==> config.mk <==
export PLATFORM = sky130hd
export DESIGN_NAME = adpcm_run_sched
export DESIGN_NICKNAME = d
export VERILOG_FILES = /design/src/rtl/adpcm_sched_pkg.sv /design/src/rtl/adpcm_rr_pick.sv /design/src/rtl/adpcm_run_sched.sv
export SDC_FILE = /design/constraint.sdc
export NUM_CORES = 1
export LEC_CHECK = 0
export CORE_ASPECT_RATIO = 0.75
export CORE_MARGIN = 10
export CORE_UTILIZATION = 30
export DETAILED_ROUTE_END_ITERATION = 7
export GPL_ROUTABILITY_DRIVEN = 0
export MAX_ROUTING_LAYER = met4
export PLACE_DENSITY_LB_ADDON = 0.05
export SYNTH_ARGS = -nofsm -noshare
export SYNTH_HDL_FRONTEND = slang
export SYNTH_SLANG_ARGS = --single-unit
==> constraint.sdc <==
create_clock -name ap_clk -period 2.3 [get_ports ap_clk]
set_clock_uncertainty 0.2 [all_clocks]
set_input_delay 0.46 -clock ap_clk [delete_from_list [all_inputs] [get_ports ap_clk]]
set_output_delay 0.46 -clock ap_clk [all_outputs]
set_load 0.02 [all_outputs]
==> src/rtl/adpcm_sched_pkg.sv <==
// Shared definitions for the adpcm_main run scheduler.
//   state_t            : scheduler FSM states
//   WDOG_LIMIT_DEFAULT : default per-run watchdog limit in cycles
//   idx_w()            : bit width of a requester index
package adpcm_sched_pkg;

    typedef enum logic [2:0] {
        IDLE  = 3'd0,
        START = 3'd1,
        WAIT  = 3'd2,
        DONE  = 3'd3,
        ERR   = 3'd4
    } state_t;

    localparam int WDOG_LIMIT_DEFAULT = 65535;

    // Width needed to hold a requester index 0..n-1 (at least one bit).
    function automatic int idx_w(input int n);
        return (n > 1) ? $clog2(n) : 1;
    endfunction

endpackage

==> src/rtl/adpcm_rr_pick.sv <==
// Combinational round-robin picker.
// Ports:
//   i_req    [NUM_REQ]  request vector
//   i_last   [IDX_W]    index of the previous winner
//   o_winner [IDX_W]    first set request searching upward from i_last+1, wrapping
//   o_any               at least one request is set
module adpcm_rr_pick
    import adpcm_sched_pkg::*;
#(
    parameter int NUM_REQ = 4
) (
    input  logic [NUM_REQ-1:0]         i_req,
    input  logic [idx_w(NUM_REQ)-1:0]  i_last,
    output logic [idx_w(NUM_REQ)-1:0]  o_winner,
    output logic                       o_any
);

    localparam int IDX_W = idx_w(NUM_REQ);

    logic [IDX_W-1:0] w_idx;

    // Scan from the farthest offset down to the nearest one so that the
    // closest requester after i_last is the last (and winning) assignment.
    always_comb begin
        o_winner = '0;
        o_any    = 1'b0;
        w_idx    = '0;
        for (int k = NUM_REQ; k >= 1; k--) begin
            w_idx = IDX_W'((int'(i_last) + k) % NUM_REQ);
            if (i_req[w_idx]) begin
                o_winner = w_idx;
                o_any    = 1'b1;
            end
        end
    end

endmodule

==> src/rtl/adpcm_run_sched.sv <==
// Run scheduler for one shared adpcm_main HLS core.
// Arbitrates NUM_REQ requesters round-robin, drives the core's ap_ctrl_hs
// start handshake, waits for ap_done and returns a one-cycle one-hot
// completion pulse to the requester that owned the run.
//
// Optional build macro: ADPCM_RUN_SCHED_WDOG_EN enables a per-run watchdog
// that parks the FSM in ERR (sticky timeout_err) after WDOG_LIMIT cycles
// without ap_done. Without the macro timeout_err is tied 0.
//
// Ports:
//   ap_clk, ap_rst            clock, synchronous active-high reset
//   req_valid  [NUM_REQ]      run requests, held until accepted
//   req_ready  [NUM_REQ]      one-hot accept (combinational, IDLE only)
//   done_valid [NUM_REQ]      one-hot completion pulse to the run owner
//   core_ap_start             to core ap_start
//   core_ap_done/idle/ready   from core
//   busy                      FSM not in IDLE
//   owner                     current or last run owner
//   run_count  [CNT_W]        completed runs, wrapping
//   timeout_err               sticky watchdog error
module adpcm_run_sched
    import adpcm_sched_pkg::*;
#(
    parameter int NUM_REQ    = 4,
    parameter int CNT_W      = 32,
    parameter int WDOG_LIMIT = WDOG_LIMIT_DEFAULT
) (
    input  logic                       ap_clk,
    input  logic                       ap_rst,
    input  logic [NUM_REQ-1:0]         req_valid,
    output logic [NUM_REQ-1:0]         req_ready,
    output logic [NUM_REQ-1:0]         done_valid,
    output logic                       core_ap_start,
    input  logic                       core_ap_done,
    input  logic                       core_ap_idle,
    input  logic                       core_ap_ready,
    output logic                       busy,
    output logic [idx_w(NUM_REQ)-1:0]  owner,
    output logic [CNT_W-1:0]           run_count,
    output logic                       timeout_err
);

    localparam int IDX_W = idx_w(NUM_REQ);

    if (NUM_REQ < 2 || NUM_REQ > 16 || WDOG_LIMIT < 1) begin : g_param_check
        $error("adpcm_run_sched: parameter out of range");
    end

    state_t             r_state;
    logic               r_start;
    logic [NUM_REQ-1:0] r_done_valid;
    logic [IDX_W-1:0]   r_owner;
    logic [IDX_W-1:0]   r_last;
    logic [CNT_W-1:0]   r_count;

    logic [IDX_W-1:0]   w_winner;
    logic               w_any;
    logic               w_accept;
    logic               w_wdog_hit;

    adpcm_rr_pick #(
        .NUM_REQ (NUM_REQ)
    ) u_pick (
        .i_req    (req_valid),
        .i_last   (r_last),
        .o_winner (w_winner),
        .o_any    (w_any)
    );

    assign w_accept  = (r_state == IDLE) && core_ap_idle && w_any;
    assign req_ready = w_accept ? (NUM_REQ'(1) << w_winner) : '0;

`ifdef ADPCM_RUN_SCHED_WDOG_EN
    logic [31:0] r_wdog;
    logic        r_terr;

    // Counter value k means k cycles have elapsed since entering START, so
    // hitting LIMIT-1 lands the FSM in ERR exactly WDOG_LIMIT cycles in.
    assign w_wdog_hit = (r_wdog == 32'(WDOG_LIMIT - 1));

    always_ff @(posedge ap_clk) begin
        if (ap_rst) begin
            r_wdog <= '0;
            r_terr <= 1'b0;
        end else begin
            if (w_accept) begin
                r_wdog <= '0;
            end else if (r_state == START || r_state == WAIT) begin
                r_wdog <= r_wdog + 32'd1;
            end
            if ((r_state == START && !(core_ap_ready && core_ap_done) && w_wdog_hit) ||
                (r_state == WAIT  && !core_ap_done && w_wdog_hit)) begin
                r_terr <= 1'b1;
            end
        end
    end

    assign timeout_err = r_terr;
`else
    assign w_wdog_hit  = 1'b0;
    assign timeout_err = 1'b0;
`endif

    always_ff @(posedge ap_clk) begin
        if (ap_rst) begin
            r_state      <= IDLE;
            r_start      <= 1'b0;
            r_done_valid <= '0;
            r_owner      <= '0;
            r_last       <= IDX_W'(NUM_REQ - 1);
            r_count      <= '0;
        end else begin
            r_done_valid <= '0;
            case (r_state)
                IDLE: begin
                    if (w_accept) begin
                        r_owner <= w_winner;
                        r_start <= 1'b1;
                        r_state <= START;
                    end
                end
                START: begin
                    // done without ready is a core protocol violation: ignored.
                    if (core_ap_ready && core_ap_done) begin
                        r_start      <= 1'b0;
                        r_done_valid <= NUM_REQ'(1) << r_owner;
                        r_state      <= DONE;
                    end else if (w_wdog_hit) begin
                        r_start <= 1'b0;
                        r_state <= ERR;
                    end else if (core_ap_ready) begin
                        r_start <= 1'b0;
                        r_state <= WAIT;
                    end
                end
                WAIT: begin
                    if (core_ap_done) begin
                        r_done_valid <= NUM_REQ'(1) << r_owner;
                        r_state      <= DONE;
                    end else if (w_wdog_hit) begin
                        r_state <= ERR;
                    end
                end
                DONE: begin
                    r_count <= r_count + CNT_W'(1);
                    r_last  <= r_owner;
                    r_state <= IDLE;
                end
                ERR: begin
                    r_start <= 1'b0;
                end
                default: begin
                    r_start <= 1'b0;
                    r_state <= IDLE;
                end
            endcase
        end
    end

    assign core_ap_start = r_start;
    assign done_valid    = r_done_valid;
    assign busy          = (r_state != IDLE);
    assign owner         = r_owner;
    assign run_count     = r_count;

endmodule

# [After elaboration in Yosys (flattened, before gate mapping)]
# Cells that the tools add are included.
[op_classes] bitwise=2 reduce_logical=9 shift=2 addsub=5 muxes=29 order_cmp=4 n_eq_ne=7
[op_table] op="adder 32 x 1 -> 32 bit (second input constant)" count=1
[op_table] op="< comparator 2 x 3 -> 1 bit (second input constant)" count=4
[op_table] op="2-to-1 mux 3 bit" count=4
[op_table] op="2-to-1 mux 4 bit" count=3
[op_table] op="case mux 3 bit (4 select lines)" count=1
[op_table] op="2-to-1 mux 1 bit" count=11
[op_table] op="binary-select mux 1 bit (select 2 bit)" count=4
[op_table] op="2-to-1 mux 2 bit" count=4
[op_table] op="case mux 4 bit (2 select lines)" count=1
[op_table] op="left shift 1 x 2 -> 4 bit (first input constant)" count=2
[op_table] op="equality test 3 x 2 -> 1 bit (second input constant)" count=2
[op_table] op="adder 2 x 1 -> 2 bit (second input constant)" count=2
[op_table] op="adder 2 bit (second input constant)" count=2
[op_table] op="!= test 2 bit (second input constant)" count=2
[op_table] op="AND reduction 4 bit" count=1
[op_table] op="equality test 3 x 1 -> 1 bit (second input constant)" count=1
[op_table] op="equality test 3 bit (second input constant)" count=1
[op_table] op="logical AND 1 bit" count=3
[op_table] op="zero test 3 bit" count=1
[op_table] op="!= test 3 bit (second input constant)" count=1
[op_table] op="case mux 1 bit (3 select lines)" count=1
[op_table] op="AND reduction 3 bit" count=1
[op_table] op="nonzero test 3 bit" count=1
[op_table] op="inverter 1 bit" count=2
[op_table] op="other kinds (2)" count=2
[totals] elab_cells=64 ff_bits=44 input_bits=9 output_inout_bits=45

# [Depth between registers and ports, before layout]
[depth] ltp_word=10 depth_mapped=8

# [By module]
# A second synthesis with hierarchy kept.
[hier_totals] hier_cells=249 hier_area_um2=2148.3
[modules_own_cells] module="adpcm_run_sched" cells_per_inst=235 area_each_um2=2057.0 seq_area_each_um2=860.8 instances=1
[modules_own_cells] module="adpcm_rr_pick" cells_per_inst=14 area_each_um2=91.3 seq_area_each_um2=0.0 instances=1

# [Worst setup path after synthesis]
# OpenSTA, ideal clock, no wires.
[synth_path] path_kind="reg-to-output" startpoint="register r_state[0]" endpoint="output req_ready[0]" t_required_ps=1640 n_path_buf=1 arrival_time_ps=1657 slack_ps=-17 stages_incl_launch_ff=7 cell_sequence="dfxtp_1 > inv_1 > ha_1 > and3_1 > clkbuf_1 > or4b_1 > nor2_1"
[synth_between] elab_chain_cells=4
[synth_lines] item="start: declaration" line="adpcm_run_sched.sv:49" rtl="state_t r_state;"
[synth_lines] item="start signal: assignment" line="adpcm_run_sched.sv:106" rtl="r_state <= IDLE;"
[synth_lines] item="start signal: assignment" line="adpcm_run_sched.sv:119" rtl="r_state <= START;"
[synth_lines] item="start signal: assignment" line="adpcm_run_sched.sv:127" rtl="r_state <= DONE;"
[synth_lines] item="zero test 3 bit" line="adpcm_run_sched.sv:70" rtl="assign w_accept = (r_state == IDLE) && core_ap_idle && w_any;"
[synth_lines] item="logical AND 1 bit (2 in series)" line="adpcm_run_sched.sv:70"
[synth_lines] item="2-to-1 mux 4 bit" line="adpcm_run_sched.sv:71" rtl="assign req_ready = w_accept ? (NUM_REQ'(1) << w_winner) : '0;"
[synth_lines] item="end: declaration" line="adpcm_run_sched.sv:31" rtl="output logic [NUM_REQ-1:0] req_ready,"
# Every way passes these cells.

# [Worst setup path in the final report]
[layout_path] startpoint="input req_valid[0]" endpoint="output req_ready[1]"
[layout_between] elab_chain_cells=8 elab_cells_between_ends=19
[layout_lines] item="start: declaration" line="adpcm_run_sched.sv:30" rtl="input logic [NUM_REQ-1:0] req_valid,"
[layout_lines] item="binary-select mux 1 bit (select 2 bit)" line="adpcm_rr_pick.sv:30" rtl="if (i_req[w_idx]) begin"
[layout_lines] item="2-to-1 mux 1 bit (implied by the code)" line="adpcm_rr_pick.sv:30"
[layout_lines] item="2-to-1 mux 2 bit / 2-to-1 mux 1 bit (equally long branches) (4 in series)" line="adpcm_rr_pick.sv:30"
[layout_lines] item="left shift 1 x 2 -> 4 bit / logical AND 1 bit (equally long branches)" line="adpcm_run_sched.sv:71, adpcm_run_sched.sv:70"
[layout_lines] item="2-to-1 mux 4 bit *" line="adpcm_run_sched.sv:71"
# Every way passes the cells marked *; elsewhere a longest branch is shown, timed or not. The select of a mux whose other input is x is not followed.

==> results.toml <==
[yosys]
synth_nets = 267
synth_top_area_share_pct = 39.09
synth_area_leaders = "dfxtp_1, or4_1, a21oi_1"
synth_seq_cells = 43
async_reset_ff_share_pct = 0
synth_edf_count = 0
yosysTopAreaCell = "dfxtp_1"
syn_inst = 252
yosysWarnings = 0
seq_area_frac_synth_pct = 39.09
synth_cell_type_count = 48
syn_avg_cell_area_um2 = 8.739
synth_area_mm2 = 0.002202
synth_ff_type = "dfxtp_1"

[global_route]
gr-total-overflow = 0
grt_pass1_vias = 1904
top_usage_layer = "met2"
met3_usage_pct = 3.544
use_met2_pct = 15.39
track_usage_pct = 10.83
grtUsageMet1_pct = 14.06
grt_pass1_wl_um = 9604
antenna_found_initial = 0
grt_max_degree = 31

[layout]
final_nets = 341
finalNonFillerCells = 425
drive_above_1_share_pct = 22.02
n_antenna_cell = 0
area_growth_pct = 42.95
postLayoutCellArea_mm2 = 0.003148
post-route-util_pct = 45.22

[detailed_routing]
routed-via-count = 2051
drt_iter0_drc = 65
drc = 0
firstDrtPassIters = 4
viasPerCell = 4.826
ant_nets = 0
wire_per_inst_um = 14.02
routed_wirelength_um = 5959

[timing]
worst_pin_slew_ns = 0.5285
finalSetupViolations = 4
tns_ns = -0.4044
slew_viol_final = 0
whs_ns = 0.3031
max_freq_mhz = 413.1
slew_headroom_pct = 64.76
rsz0062_at_grt = "true"
hold_viol_final = 0
timing.final.ws_setup_ns = -0.1207
min_period_ns = 2.421
finalCritPeriodShare_pct = 105.2

[job]
maxCapViolCount = 0

[worst_hold_path]
hold_class = "reg2reg"
hold_path_depth = 2
hp-start = "run_count[22]"

[die]
pin_count = 54
die_w_um = 118.9
num_rows = 26
die_y_um = 94.20
die-area_mm2 = 0.01120
core_mm2 = 0.006962
start_util_pct = 31.63

[setup_path]
r2r-start = "run_count[1]"
cp-end-kind = "primary output"
worstPathArrival_ns = 1.76
worstSetupPathType = "in2out"
critPathRequiredTime_ns = 1.64
startpoint = "req_valid[0]"
worstRegToRegCells = 5
cp-start-kind = "input pin"
crit_path_max_fanout = 4
r2r_slack_ns = 0.20
worst_r2r_endpoint = "run_count[30]"
worstSetupEndpoint = "req_ready[1]"

[place]
io_buffer_count = 52
post-dp-hpwl_um = 4356
placedCellCount = 413
pre_cts_ws_ns = -0.9092
placed_cell_area_mm2 = 0.002964

[power]
ir_drop_mv = 0.2958
p_per_area_mw_per_mm2 = 627.7
p_leak_nw = 1.177
power_mw = 1.976

[clock_network]
cts_tree = "yes"
root_buffer = "clkbuf_8"
clk_latency_ns = 0.29
ctsLongestPathBuffers = 2
cts.clk_slew.worst_paths_ns = 0.08
numCtsBuffers = 5
htree_levels = 2
cts.sinks = 43

[outcome]
status = "finished with violations"
failed_checks = "negative setup slack"
-- what timing repair did --
| action | in CTS | in global routing |
|---|---|---|
| pin swaps | 5 | 5 |
| gates resized for setup | 49 | 16 |
| setup endpoints to repair | 5 | 4 |
| setup buffers | 1 | 3 |
| hold buffers | 0 | 0 |
-- cell families (layout without fill, tap and decap cells) --
logic type	count (synthesis)	count (layout)	share of synthesized area [%]
AO/OA/AOI/OAI	47	47	13.58
XOR/XNOR	13	13	5.170
adder cells (fa/ha/maj)	6	6	3.409
buffers and inverters	24	99	5.739
flip-flops	43	43	39.09
multiplexers	6	6	2.898
other	1	1	0.1703
AND/OR/NAND/NOR	112	112	29.94
-- metal layers --
layer / vias up / wire length [um]
met3: 2 / 294
met2: 44 / 2546
met4: 0 / 44
li1: 1072 / -
met5: - / 0
met1: 933 / 3074
-- sequential cells by signal, summed over array words and instances (netlist names) --
name / cells
core_ap_start: 1
r_last: 2
owner: 2
run_count: 32
r_state: 2
done_valid: 4
-- critical path, cell delays in order --
cell,delay (ns)
buf_6,0.10
or4_4,0.53
and3_4,0.17
buf_4,0.13
buf_6,0.11
o31ai_4,0.04
nor2_1,0.07
buf_4,0.15
-- cells in the mapped netlist, drive strengths merged (4+ instances only) --
| master | n |
|---|---|
| nand2 | 16 |
| and3 | 7 |
| buf | 11 |
| clkbuf | 5 |
| xor2 | 9 |
| and4 | 7 |
| o31ai | 14 |
| ha | 6 |
| nand2b | 5 |
| or4 | 15 |
| a21oi | 21 |
| nor3 | 7 |
| inv | 8 |
| xnor2 | 4 |
| nand3 | 8 |
| nand4 | 10 |
| nor2 | 24 |
| dfxtp | 43 |
-- worst min path at each step --
stage                     to
6_report       run_count[22]
5_1_grt        run_count[29]
4_1_cts        run_count[22]
3_5_place_dp   run_count[29]
3_3_place_gp   run_count[19]
2_1_floorplan      r_last[0]
-- power by group --
part,internal (mW),switching [mW]
sequential,0.788,0.0323
clock,0.213,0.248
combinational,0.365,0.330
total,1.37,0.610
-- layout make-up --
class,count,area (um2)
flip-flops and latches,43,863.3
repair buffers,83,752.0
inverters,8,30.03
fillers,726,3814
clock inverters,1,5.005
multi-input cells,185,1299
clock buffers,7,76.32
well taps,98,122.6
-- placed cells by master, fill, tap and decap left out, drive strengths merged, types with 2 or more instances in the layout --
cell,netlist,final
dlygate4sd2,0,2
clkdlybuf4s50,0,42
nor2,24,24
nand2,16,16
and4,7,7
nor4,3,3
a21oi,21,21
mux2,3,3
nor3,7,7
xor2,9,9
dfxtp,43,43
nor2b,3,3
xnor2,4,4
nand3,8,8
o31ai,14,14
buf,11,38
nand2b,5,5
inv,8,8
clkbuf,5,8
o21ai,3,3
nand4,10,10
and3,7,7
mux2i,3,3
ha,6,6
or3,2,2
or4,15,15
Note: power is estimated with default switching activity, not from simulation.
